`src/rtl/if_id_stage.sv`:
```
// if_id_stage: instruction register between fetch and decode.
// Two-entry skid FIFO of {pc, inst} with valid/ready on both sides and a
// synchronous flush. The head entry is split into MIPS instruction fields.
// in_ready depends only on the registered occupancy, so no combinational
// path exists from decode back to fetch.
// Optional feature macro: IFID_STALL_CNT_EN (decode-stall cycle counter).
module if_id_stage #(
    parameter int PC_W  = 32,
    parameter int CNT_W = 16
) (
    input  logic              clk,
    input  logic              rst,
    input  logic              flush,
    input  logic              in_valid,
    output logic              in_ready,
    input  logic [31:0]       in_inst,
    input  logic [PC_W-1:0]   in_pc,
    output logic              out_valid,
    input  logic              out_ready,
    output logic [31:0]       out_inst,
    output logic [PC_W-1:0]   out_pc,
    output logic [PC_W-1:0]   pc_plus4,
    output logic [5:0]        opcode,
    output logic [4:0]        rs,
    output logic [4:0]        rt,
    output logic [4:0]        rd,
    output logic [4:0]        shamt,
    output logic [5:0]        funct,
    output logic [15:0]       imm_16,
    output logic [25:0]       addr_26,
    output logic [CNT_W-1:0]  stall_cnt
);

    logic [31:0]     inst_q [2];
    logic [31:0]     inst_d [2];
    logic [PC_W-1:0] pc_q   [2];
    logic [PC_W-1:0] pc_d   [2];
    logic            wr_ptr_q, wr_ptr_d;
    logic            rd_ptr_q, rd_ptr_d;
    logic [1:0]      count_q, count_d;
    logic            push_s, pop_s;

    // Handshake status comes only from the registered occupancy.
    assign in_ready  = (count_q != 2'd2);
    assign out_valid = (count_q != 2'd0);
    assign push_s    = in_valid & in_ready;
    assign pop_s     = out_valid & out_ready;

    // Next-state for storage, pointers and occupancy; flush overrides push/pop.
    always_comb begin
        inst_d[0] = inst_q[0];
        inst_d[1] = inst_q[1];
        pc_d[0]   = pc_q[0];
        pc_d[1]   = pc_q[1];
        wr_ptr_d  = wr_ptr_q;
        rd_ptr_d  = rd_ptr_q;
        count_d   = count_q;
        if (flush) begin
            wr_ptr_d = 1'b0;
            rd_ptr_d = 1'b0;
            count_d  = 2'd0;
        end else begin
            if (push_s) begin
                inst_d[wr_ptr_q] = in_inst;
                pc_d[wr_ptr_q]   = in_pc;
                wr_ptr_d         = ~wr_ptr_q;
            end else begin
                wr_ptr_d = wr_ptr_q;
            end
            if (pop_s) begin
                rd_ptr_d = ~rd_ptr_q;
            end else begin
                rd_ptr_d = rd_ptr_q;
            end
            case ({push_s, pop_s})
                2'b10:   count_d = count_q + 2'd1;
                2'b01:   count_d = count_q - 2'd1;
                default: count_d = count_q;
            endcase
        end
    end

    // State registers with synchronous active-high reset.
    always_ff @(posedge clk) begin
        if (rst) begin
            inst_q[0] <= 32'd0;
            inst_q[1] <= 32'd0;
            pc_q[0]   <= {PC_W{1'b0}};
            pc_q[1]   <= {PC_W{1'b0}};
            wr_ptr_q  <= 1'b0;
            rd_ptr_q  <= 1'b0;
            count_q   <= 2'd0;
        end else begin
            inst_q[0] <= inst_d[0];
            inst_q[1] <= inst_d[1];
            pc_q[0]   <= pc_d[0];
            pc_q[1]   <= pc_d[1];
            wr_ptr_q  <= wr_ptr_d;
            rd_ptr_q  <= rd_ptr_d;
            count_q   <= count_d;
        end
    end

    // Head data is forced to zero when the stage is empty.
    assign out_inst = out_valid ? inst_q[rd_ptr_q] : 32'd0;
    assign out_pc   = out_valid ? pc_q[rd_ptr_q]   : {PC_W{1'b0}};
    assign pc_plus4 = out_valid ? (out_pc + {{(PC_W-3){1'b0}}, 3'b100}) : {PC_W{1'b0}};

    // Field slices; zero whenever out_inst is zero.
    assign opcode  = out_inst[31:26];
    assign rs      = out_inst[25:21];
    assign rt      = out_inst[20:16];
    assign rd      = out_inst[15:11];
    assign shamt   = out_inst[10:6];
    assign funct   = out_inst[5:0];
    assign imm_16  = out_inst[15:0];
    assign addr_26 = out_inst[25:0];

`ifdef IFID_STALL_CNT_EN
    logic [CNT_W-1:0] stall_cnt_q, stall_cnt_d;

    // Count cycles where decode holds off a valid head, saturating at all-ones.
    always_comb begin
        stall_cnt_d = stall_cnt_q;
        if (out_valid & ~out_ready & ~(&stall_cnt_q)) begin
            stall_cnt_d = stall_cnt_q + {{(CNT_W-1){1'b0}}, 1'b1};
        end else begin
            stall_cnt_d = stall_cnt_q;
        end
    end

    // Stall counter register; only reset clears it, flush leaves it alone.
    always_ff @(posedge clk) begin
        if (rst) begin
            stall_cnt_q <= {CNT_W{1'b0}};
        end else begin
            stall_cnt_q <= stall_cnt_d;
        end
    end

    assign stall_cnt = stall_cnt_q;
`else
    assign stall_cnt = {CNT_W{1'b0}};
`endif

endmodule

```
`config.mk`:
```
export PLATFORM = sky130hd
export DESIGN_NAME = if_id_stage
export DESIGN_NICKNAME = d
export VERILOG_FILES = /design/src/rtl/if_id_stage.sv
export SDC_FILE = /design/constraint.sdc
export NUM_CORES = 1
export LEC_CHECK = 0
export ABC_AREA = 0
export BUFFER_PORTS_ARGS = -buffer_cell sky130_fd_sc_hd__buf_4
export CAP_MARGIN = 10
export CORE_ASPECT_RATIO = 1.1
export CORE_MARGIN = 4
export CORE_UTILIZATION = 50
export CTS_CLUSTER_DIAMETER = 50
export DETAILED_ROUTE_END_ITERATION = 7
export PLACE_DENSITY = 0.79
export SYNTH_ARGS = -nofsm -noshare
export SYNTH_HDL_FRONTEND = slang
export SYNTH_SLANG_ARGS = --single-unit
```
`constraint.sdc`:
```
create_clock -name clk -period 3.6 [get_ports clk]
set_input_delay 0.18 -clock clk [delete_from_list [all_inputs] [get_ports clk]]
set_output_delay 0.18 -clock clk [all_outputs]
set_load 0.005 [all_outputs]
```
After elaboration in Yosys (flattened, before gate mapping)
Memory sizes are Yosys's and may differ from the RTL's. A register that Yosys moved wholly into a read port is not among the register bits.
Cells that the tools add are included.
Word-level totals
  register bits: 4
  RAM bits: 128
  input port bits: 69
  output and inout port bits: 188
  logic and storage cells: 49
  memories: 2
Memories
  inst_q: depth 2, width 32, read ports 3, clocked after memory_dff 1, wr ports 2, RTL line 34  | logic [31:0] inst_q [2];
  pc_q: depth 2, width 32, read ports 3, clocked after memory_dff 1, wr ports 2, RTL line 36  | logic [PC_W-1:0] pc_q [2];
Cells by class
  add/subtract/negate cells: 3
  $lt $le $gt $ge: 2
  equality and inequality tests: 3
  muxes and demuxes: 23
  bitwise gates (word level): 9
  reduce and logical (&&, ||, !) cells: 4
Operators with widths (number)
  $mux W32: 8
  $mux W64: 4
  $bwmux W64: 2
  $add A32 B3 Y32 const B: 1
  $demux W32 S1: 1
  $mux W1: 7
  $or A1 B1 Y1: 4
  $pmux W2 S2: 1
  $reduce_bool A2 Y1: 2
  $add A2 B1 Y2 const B: 1
  $and A1 B1 Y1: 2
  $eq A2 B1 Y1 const B: 1
  $eq A2 B2 Y1 const B: 1
  $ge A2 B2 Y1 const B: 1
  $lt A2 B1 Y1 const B: 1
  $ne A2 B2 Y1 const B: 1
  $not A1 Y1: 2
  $not A1 Y2: 1
  $reduce_or A2 Y1: 1
  $sub A2 B1 Y2 const B: 1
  $logic_and A1 B1 Y1: 1

Logic depth before layout (Yosys ltp)
Gate-level depths: netlist of run 1.
  depth in word-level cells: 9
  gate-level depth with buffers: 14
  mapped depth without buffers: 9

Least setup slack after synthesis of run 1
Ideal clock, no wire load.
  path kind: reg-to-output
  start point: register with a tool-made name
  end point: output port pc_plus4[14]
  data arrival time: 2770 ps
  data required time: 3420 ps
  slack: 650 ps
  stages on the path, launching flop included: 15
  path buffers: 5
  cells stage by stage: dfxtp_1 > buf_6 > buf_12 > buf_6 > buf_2 > buf_2 > mux2i_1 > nor2_1 > ha_1 > o21ai_0 > a211oi_2 > nand2_1 > nor4_2 > nand3_1 > xnor2_1
RTL lines
  end, declared: RTL line 22  | output logic [PC_W-1:0] pc_plus4,

Worst setup path in the final report of run 1
  start point: register count_q[0]
  end point: output port pc_plus4[27]
On the way
  longest elaborated chain between the ends: 4
RTL lines
  start, declared: RTL line 40  | logic [1:0] count_q, count_d;
  start signal, assigned: RTL line 100  | count_q <= count_d;
  $reduce_bool A2 Y1 (*): RTL line 45  | assign out_valid = (count_q != 2'd0);
  $mux W32: RTL line 106  | assign out_pc = out_valid ? pc_q[rd_ptr_q] : {PC_W{1'b0}};
  $add A32 B3 Y32: RTL line 107  | assign pc_plus4 = out_valid ? (out_pc + {{(PC_W-3){1'b0}}, 3'b100}) : {PC_W{1'b0}};
  $mux W32 (*): RTL line 107
Mark *: on every way between the ends. The rest lies on a longest branch, timed or not.

==> impl_metrics.tcl, run 1 <==
set metrics [dict create \
    outcome "finished clean" \
    final_nets 1134 \
    synth_edf_count 0 \
    synthesis.area_mm2 0.00700 \
    track_usage 0.233 \
    cp.required_ns 3.42 \
    dieWidth_um 121 \
    clockBufferDepth 2 \
    cts_max_level 4 \
    dr.pass1.iters 5 \
    crit_slowest_cell "nor4_4" \
    rsz0062_at_grt "false" \
    drt_iter0_drc 494 \
    fin_worst_skew_ns 0.00624 \
    async_flop_share 0 \
    finalSetupViolCount 0 \
    worstPathMaxFanout 30 \
    synthFlopType "dfxtp_1" \
    ant_nets 0 \
    syn_avg_cell_area_um2 7.56 \
    synthCells 926 \
    max_slew_margin 0.404 \
    ys_ff_latch 133 \
    diodes 0 \
    ys_types 39 \
    critical_path.cell_chain "nor2_4, buf_4, nor2_1, nand4_1, nor4_4, nand4_1, xnor2_1, buf_4" \
    max_stage_delay_ns 0.49 \
    path_clk_slew_ns 0.06 \
    grt_pass1_vias 6216 \
    grt_pass1_wl_um 30600 \
    yosys_warnings 0 \
    end_kind "primary output" \
    power_density_mw_per_mm2 398 \
    ios 257 \
    hold_violations 0 \
    final_cell_mix "nand2_1 (272), buf_4 (250), dfxtp_1 (132)" \
    numCtsBuffers 17 \
    drc 0 \
    core_mm2 0.0137 \
    critical_path_class "reg -> out" \
    leakage_uw 0.00356 \
    wirelength_um 19100 \
    syn_to_final_growth_pct 26.9 \
    maxCapViolCount 0 \
    grt.overflow.total 0 \
    rows 45 \
    die_height_um 132 \
    vias 6488 \
    clockRootBuffer "clkbuf_16" \
    antenna_found_initial 0 \
    ir_drop_mv 0.219 \
    die_area_mm2 0.0160 \
    cts_sinks 133 \
    io_buffer_count 240 \
    clock_latency_ns 0.41 \
    final_layout_size_suffix_gt1_frac 0.287 \
    final_common_cell "nand2_1" \
    vias_per_cell 5.13 \
    synth-seq-area-share 0.380 \
    dp_hpwl_um 13000 \
    fmax_mhz 305 \
    arrival_ns 3.09 \
    tns_ns 0 \
    min_period_over_period 0.909 \
    fin_crit_ns 3.27 \
    grt_max_degree 85 \
    min_path_type "in -> reg" \
    wl_per_cell_um 15.1 \
    finalPower_uw 3540 \
    final_core_util 0.647 \
    drv_slew 0 \
    critPathLaunchType "flop" \
    start_util 0.510 \
    timing_worst_slew_pin_value_ns 0.893 \
    routabilityCongestion 0.847 \
    cts_tree "yes" \
]
==> logic make-up (layout without fill, tap and decap cells) <==
group / count (synthesis) / count (layout) / synth area share
AOI/OAI and AO/OA: 140 / 140 / 0.105
and+or+nand+nor: 401 / 401 / 0.242
other: 1 / 16 / 0.000536
xor gates and xnor gates: 30 / 30 / 0.0375
muxes: 64 / 64 / 0.0919
DFF: 133 / 133 / 0.380
buffers and inverters: 155 / 290 / 0.138
adders and majority gates: 2 / 2 / 0.00357
==> where the power goes <==
part	internal, uW	switching (uW)	total, uW
Combinational	158	212	370
Sequential	1520	31.8	1550
Clock	917	701	1620
Total	2590	945	3540
==> Yosys cell counts (3+ instances only) <==
| cell | count | area share |
|---|---|---|
| nor4_2 | 3 | 0.0054 |
| xor2_1 | 13 | 0.016 |
| dfxtp_1 | 133 | 0.38 |
| mux2i_1 | 62 | 0.089 |
| nand2_1 | 273 | 0.15 |
| inv_1 | 3 | 0.0016 |
| xnor2_1 | 17 | 0.021 |
| and2_1 | 5 | 0.0045 |
| buf_2 | 6 | 0.0043 |
| a211oi_2 | 4 | 0.0071 |
| clkbuf_1 | 48 | 0.026 |
| buf_4 | 93 | 0.10 |
| nand3b_1 | 5 | 0.0054 |
| nand3_1 | 12 | 0.0086 |
| nor4_1 | 3 | 0.0027 |
| a21oi_1 | 130 | 0.093 |
| nand2b_1 | 3 | 0.0027 |
| o21ai_0 | 4 | 0.0029 |
| nor3_1 | 10 | 0.0071 |
| nand4_1 | 5 | 0.0045 |
| nand3_2 | 3 | 0.0043 |
| nor2_1 | 69 | 0.037 |
==> stage by stage <==
stage	std cells	area, um2	hold slack [ns]	setup WS [ns]
floorplan	941	7060	0.316	0.650
global placement	1230	8270	0.418	0.617
detailed placement	1230	8270	0.419	0.525
CTS	1263	8840	0.0114	0.0647
global route	1264	8880	0.0113	0.0793
finish	1264	8880	0.0207	0.326
==> cell type report <==
type,count,area [um2]
fillers,1249,4850
repair buffers,254,1950
flip-flops and latches,133,2670
multi-input cells,653,3460
inverters,4,15.0
well taps,188,235
clock buffers,18,439
clock inverters,14,116
==> timing repair <==
action | in CTS | in global routing
hold buffers | 1 | 0
endpoints found under the hold margin | 2 | 0
resized for setup | 0 | 2
setup buffers | 0 | 1
setup endpoints to repair | 0 | 8
==> worst max-delay path, delay by kind of cell (launching register included) <==
kind	cells	cell delay, ns
AND/OR/NAND/NOR	5	1.60
flip-flops	1	0.45
buffers and inverters	2	0.42
XOR/XNOR	1	0.19
==> routing by layer <==
metal | GRT usage | wire (um) | vias up
met2 | 0.405 | 9600 | 230
li1 | - | - | 3189
met1 | 0.291 | 8000 | 3051
met4 | 0.0649 | 218 | 0
met5 | 0 | 0 | -
met3 | 0.0489 | 1300 | 18
==> state kept, by name, indices dropped and copies added, names as in the netlist, named ones only <==
signal,count
pc_q,64
wr_ptr_q,1
inst_q,64
rd_ptr_q,1
count_q,2
==> worst paths after layout <==
path | start | end | slack, ns | cells past startpoint
max | count_q[0] | pc_plus4[27] | 0.33 | 8
min | in_inst[10] | inst_q[1][10] | 0.02 | 3
max reg2reg | count_q[1] | count_q[1] | 0.99 | 8
min reg2reg | inst_q[1][10] | inst_q[1][10] | 0.45 | 2
Power figures use the tool's default switching activity.
==> run 2: changes to the inputs <==
==> constraint.sdc (replaced) <==
create_clock -name clk -period 4.04 [get_ports clk]
set_input_delay 0.202 -clock clk [delete_from_list [all_inputs] [get_ports clk]]
set_output_delay 0.202 -clock clk [all_outputs]
set_load 0.005 [all_outputs]
==> run 2 against run 1 <==
Compared with the run above:
- global-route usage about the same
- clock skew about the same
- combinational power down 13%
- clock-buffer cell count down 1
- sequential share of layout area down 0.089 points
- wire length up 0.19%
- non-clock buffer count down 4
- critical path depth unchanged
- via count down 0.29%
- worst setup slack better by 0.22 ns
- largest cell class unchanged
- largest power group unchanged
==> impl_metrics.tcl, run 2 (same netlist as run 1, synthesis figures left out) <==
set metrics [dict create \
    clkPwrFrac 0.507 \
    critPathLaunchType "flop" \
    grt.overflow.total 0 \
    drt_iter0_drc 467 \
    tns_ns 0 \
    routabilityCongestion 0.874 \
    rsz0062_at_grt "false" \
    power_frac_seq 0.400 \
    wl_met3_um 1460 \
    pre_cts_slack_ns 0.962 \
    reg_top3 "inst_q (64), pc_q (64), count_q (2)" \
    route.top_layer_used "met4" \
    io_buffer_count 240 \
    switching_share 0.234 \
    hold_violations 0 \
    die_area_mm2 0.0160 \
    layout.area.seq_mm2 0.00267 \
    post_cts_resized 0 \
    finalSetupViolCount 0 \
    final_layout_size_suffix_gt1_frac 0.285 \
    leakage_uw 0.00356 \
    min_period_over_period 0.864 \
    clock_latency_ns 0.41 \
    critical_path_class "reg -> out" \
    outcome "finished clean" \
    post_cts_buffers 0 \
    diodes 0 \
    fmax_mhz 286 \
    cts_sinks 133 \
    arrival_ns 3.29 \
    p_switching_uw 809 \
    intPower_uw 2650 \
    final_common_cell "nand2_1" \
    cts_tree "yes" \
    grt_pass1_wl_um 30500 \
    vias 6469 \
    grt_pass1_vias 6255 \
    fin_worst_skew_ns 0.00652 \
    fin_ws_ns 0.550 \
    core_mm2 0.0137 \
    whs_ns 0.0187 \
    die_height_um 132 \
    final_cell_mix "nand2_1 (272), buf_4 (250), dfxtp_1 (132)" \
    cp.required_ns 3.84 \
    syn_to_final_growth_pct 27.3 \
    end_kind "primary output" \
    clockBufferDepth 2 \
    num-fill-cells 1274 \
    met1Wirelength_um 7890 \
    wirelength_um 19200 \
    multi_input_area_mm2 0.00344 \
    ir_drop_mv 0.269 \
    hold_buffers 0 \
    vias_per_cell 5.13 \
    clockRootBuffer "clkbuf_16" \
    drc 0 \
    power_density_mw_per_mm2 388 \
    final_core_util 0.649 \
    met2WireLength_um 9390 \
    fin_crit_ns 3.49 \
    p_comb_frac 0.093 \
    antenna_found_initial 0 \
    wl_per_cell_um 15.2 \
    grt_max_degree 99 \
    dp_hpwl_um 13000 \
    track_usage 0.233 \
    max_slew_margin 0.341 \
    numCtsBuffers 17 \
    drv_slew 0 \
    ios 257 \
    cts_max_level 4 \
    worstPathMaxFanout 42 \
    rows 45 \
    maxCapViolCount 0 \
    min_path_type "in -> reg" \
    instances_no_fill 1260 \
    final_nets 1130 \
    ant_nets 0 \
    placed_cells 1228 \
    dr.pass1.iters 5 \
    start_util 0.510 \
    timing_worst_slew_pin_value_ns 0.988 \
    path_clk_slew_ns 0.06 \
    dieWidth_um 121 \
]
[run 2: changes by cell type in the layout (fill, tap and decap cells not counted), moves of 2 or more]
cell / delta
bufinv_16: +6
inv_6: -3
buf_12: -2
clkinvlp_4: -2
nor4_2: +2
nor4_4: -2
[run 2: metal layers]
layer | GRT usage | vias to the layer above
li1 | - | 3179
met1 | 0.292 | 3001
met2 | 0.391 | 261
met3 | 0.0494 | 28
met4 | 0.0875 | 0
met5 | 0 | -
[run 2: path summary, 6_finish.rpt]
check / from / end / slack (ns) / cells past startpoint
hold / removal: flush / flop / 0.02 / 2
setup / recovery: count_q[0] / pc_plus4[31] / 0.55 / 8
hold reg to reg: pc_q[1][0] / pc_q[1][0] / 0.45 / 2
setup reg to reg: count_q[0] / count_q[1] / 1.25 / 7
[run 2: metrics by stage]
step           total power (uW)  instance area [um2]
4_1_cts                    3490                 8910
2_1_floorplan              1610                 7060
3_3_place_gp               1730                 8230
6_report                   3460                 8910
3_5_place_dp               1730                 8230
5_1_grt                    3580                 8910
[run 2: area by class of cell]
cell class,count,share of cell area
multi-input cells,653,0.386
flip-flops and latches,133,0.299
repair buffers,250,0.211
clock buffers,17,0.0477
clock inverters,15,0.0282
well taps,188,0.0264
inverters,4,0.00168
[run 2: power groups by stage]
stage                     combinational [uW]  clock [uW]  sequential [uW]
after floorplan                          207           0             1400
after global placement                   316           0             1410
after detailed placement                 322           0             1410
after CTS                                323        1780             1380
after global routing                     356        1830             1390
final                                    322        1760             1380
[run 2: worst max-delay path, stage by stage, from the launching register on]
cell     delay, ns
dfxtp_1       0.37
nor2_4        0.75
buf_4         0.54
nor2_1        0.18
and3_1        0.27
and3_1        0.19
a31o_2        0.24
a21oi_1       0.17
buf_4         0.14
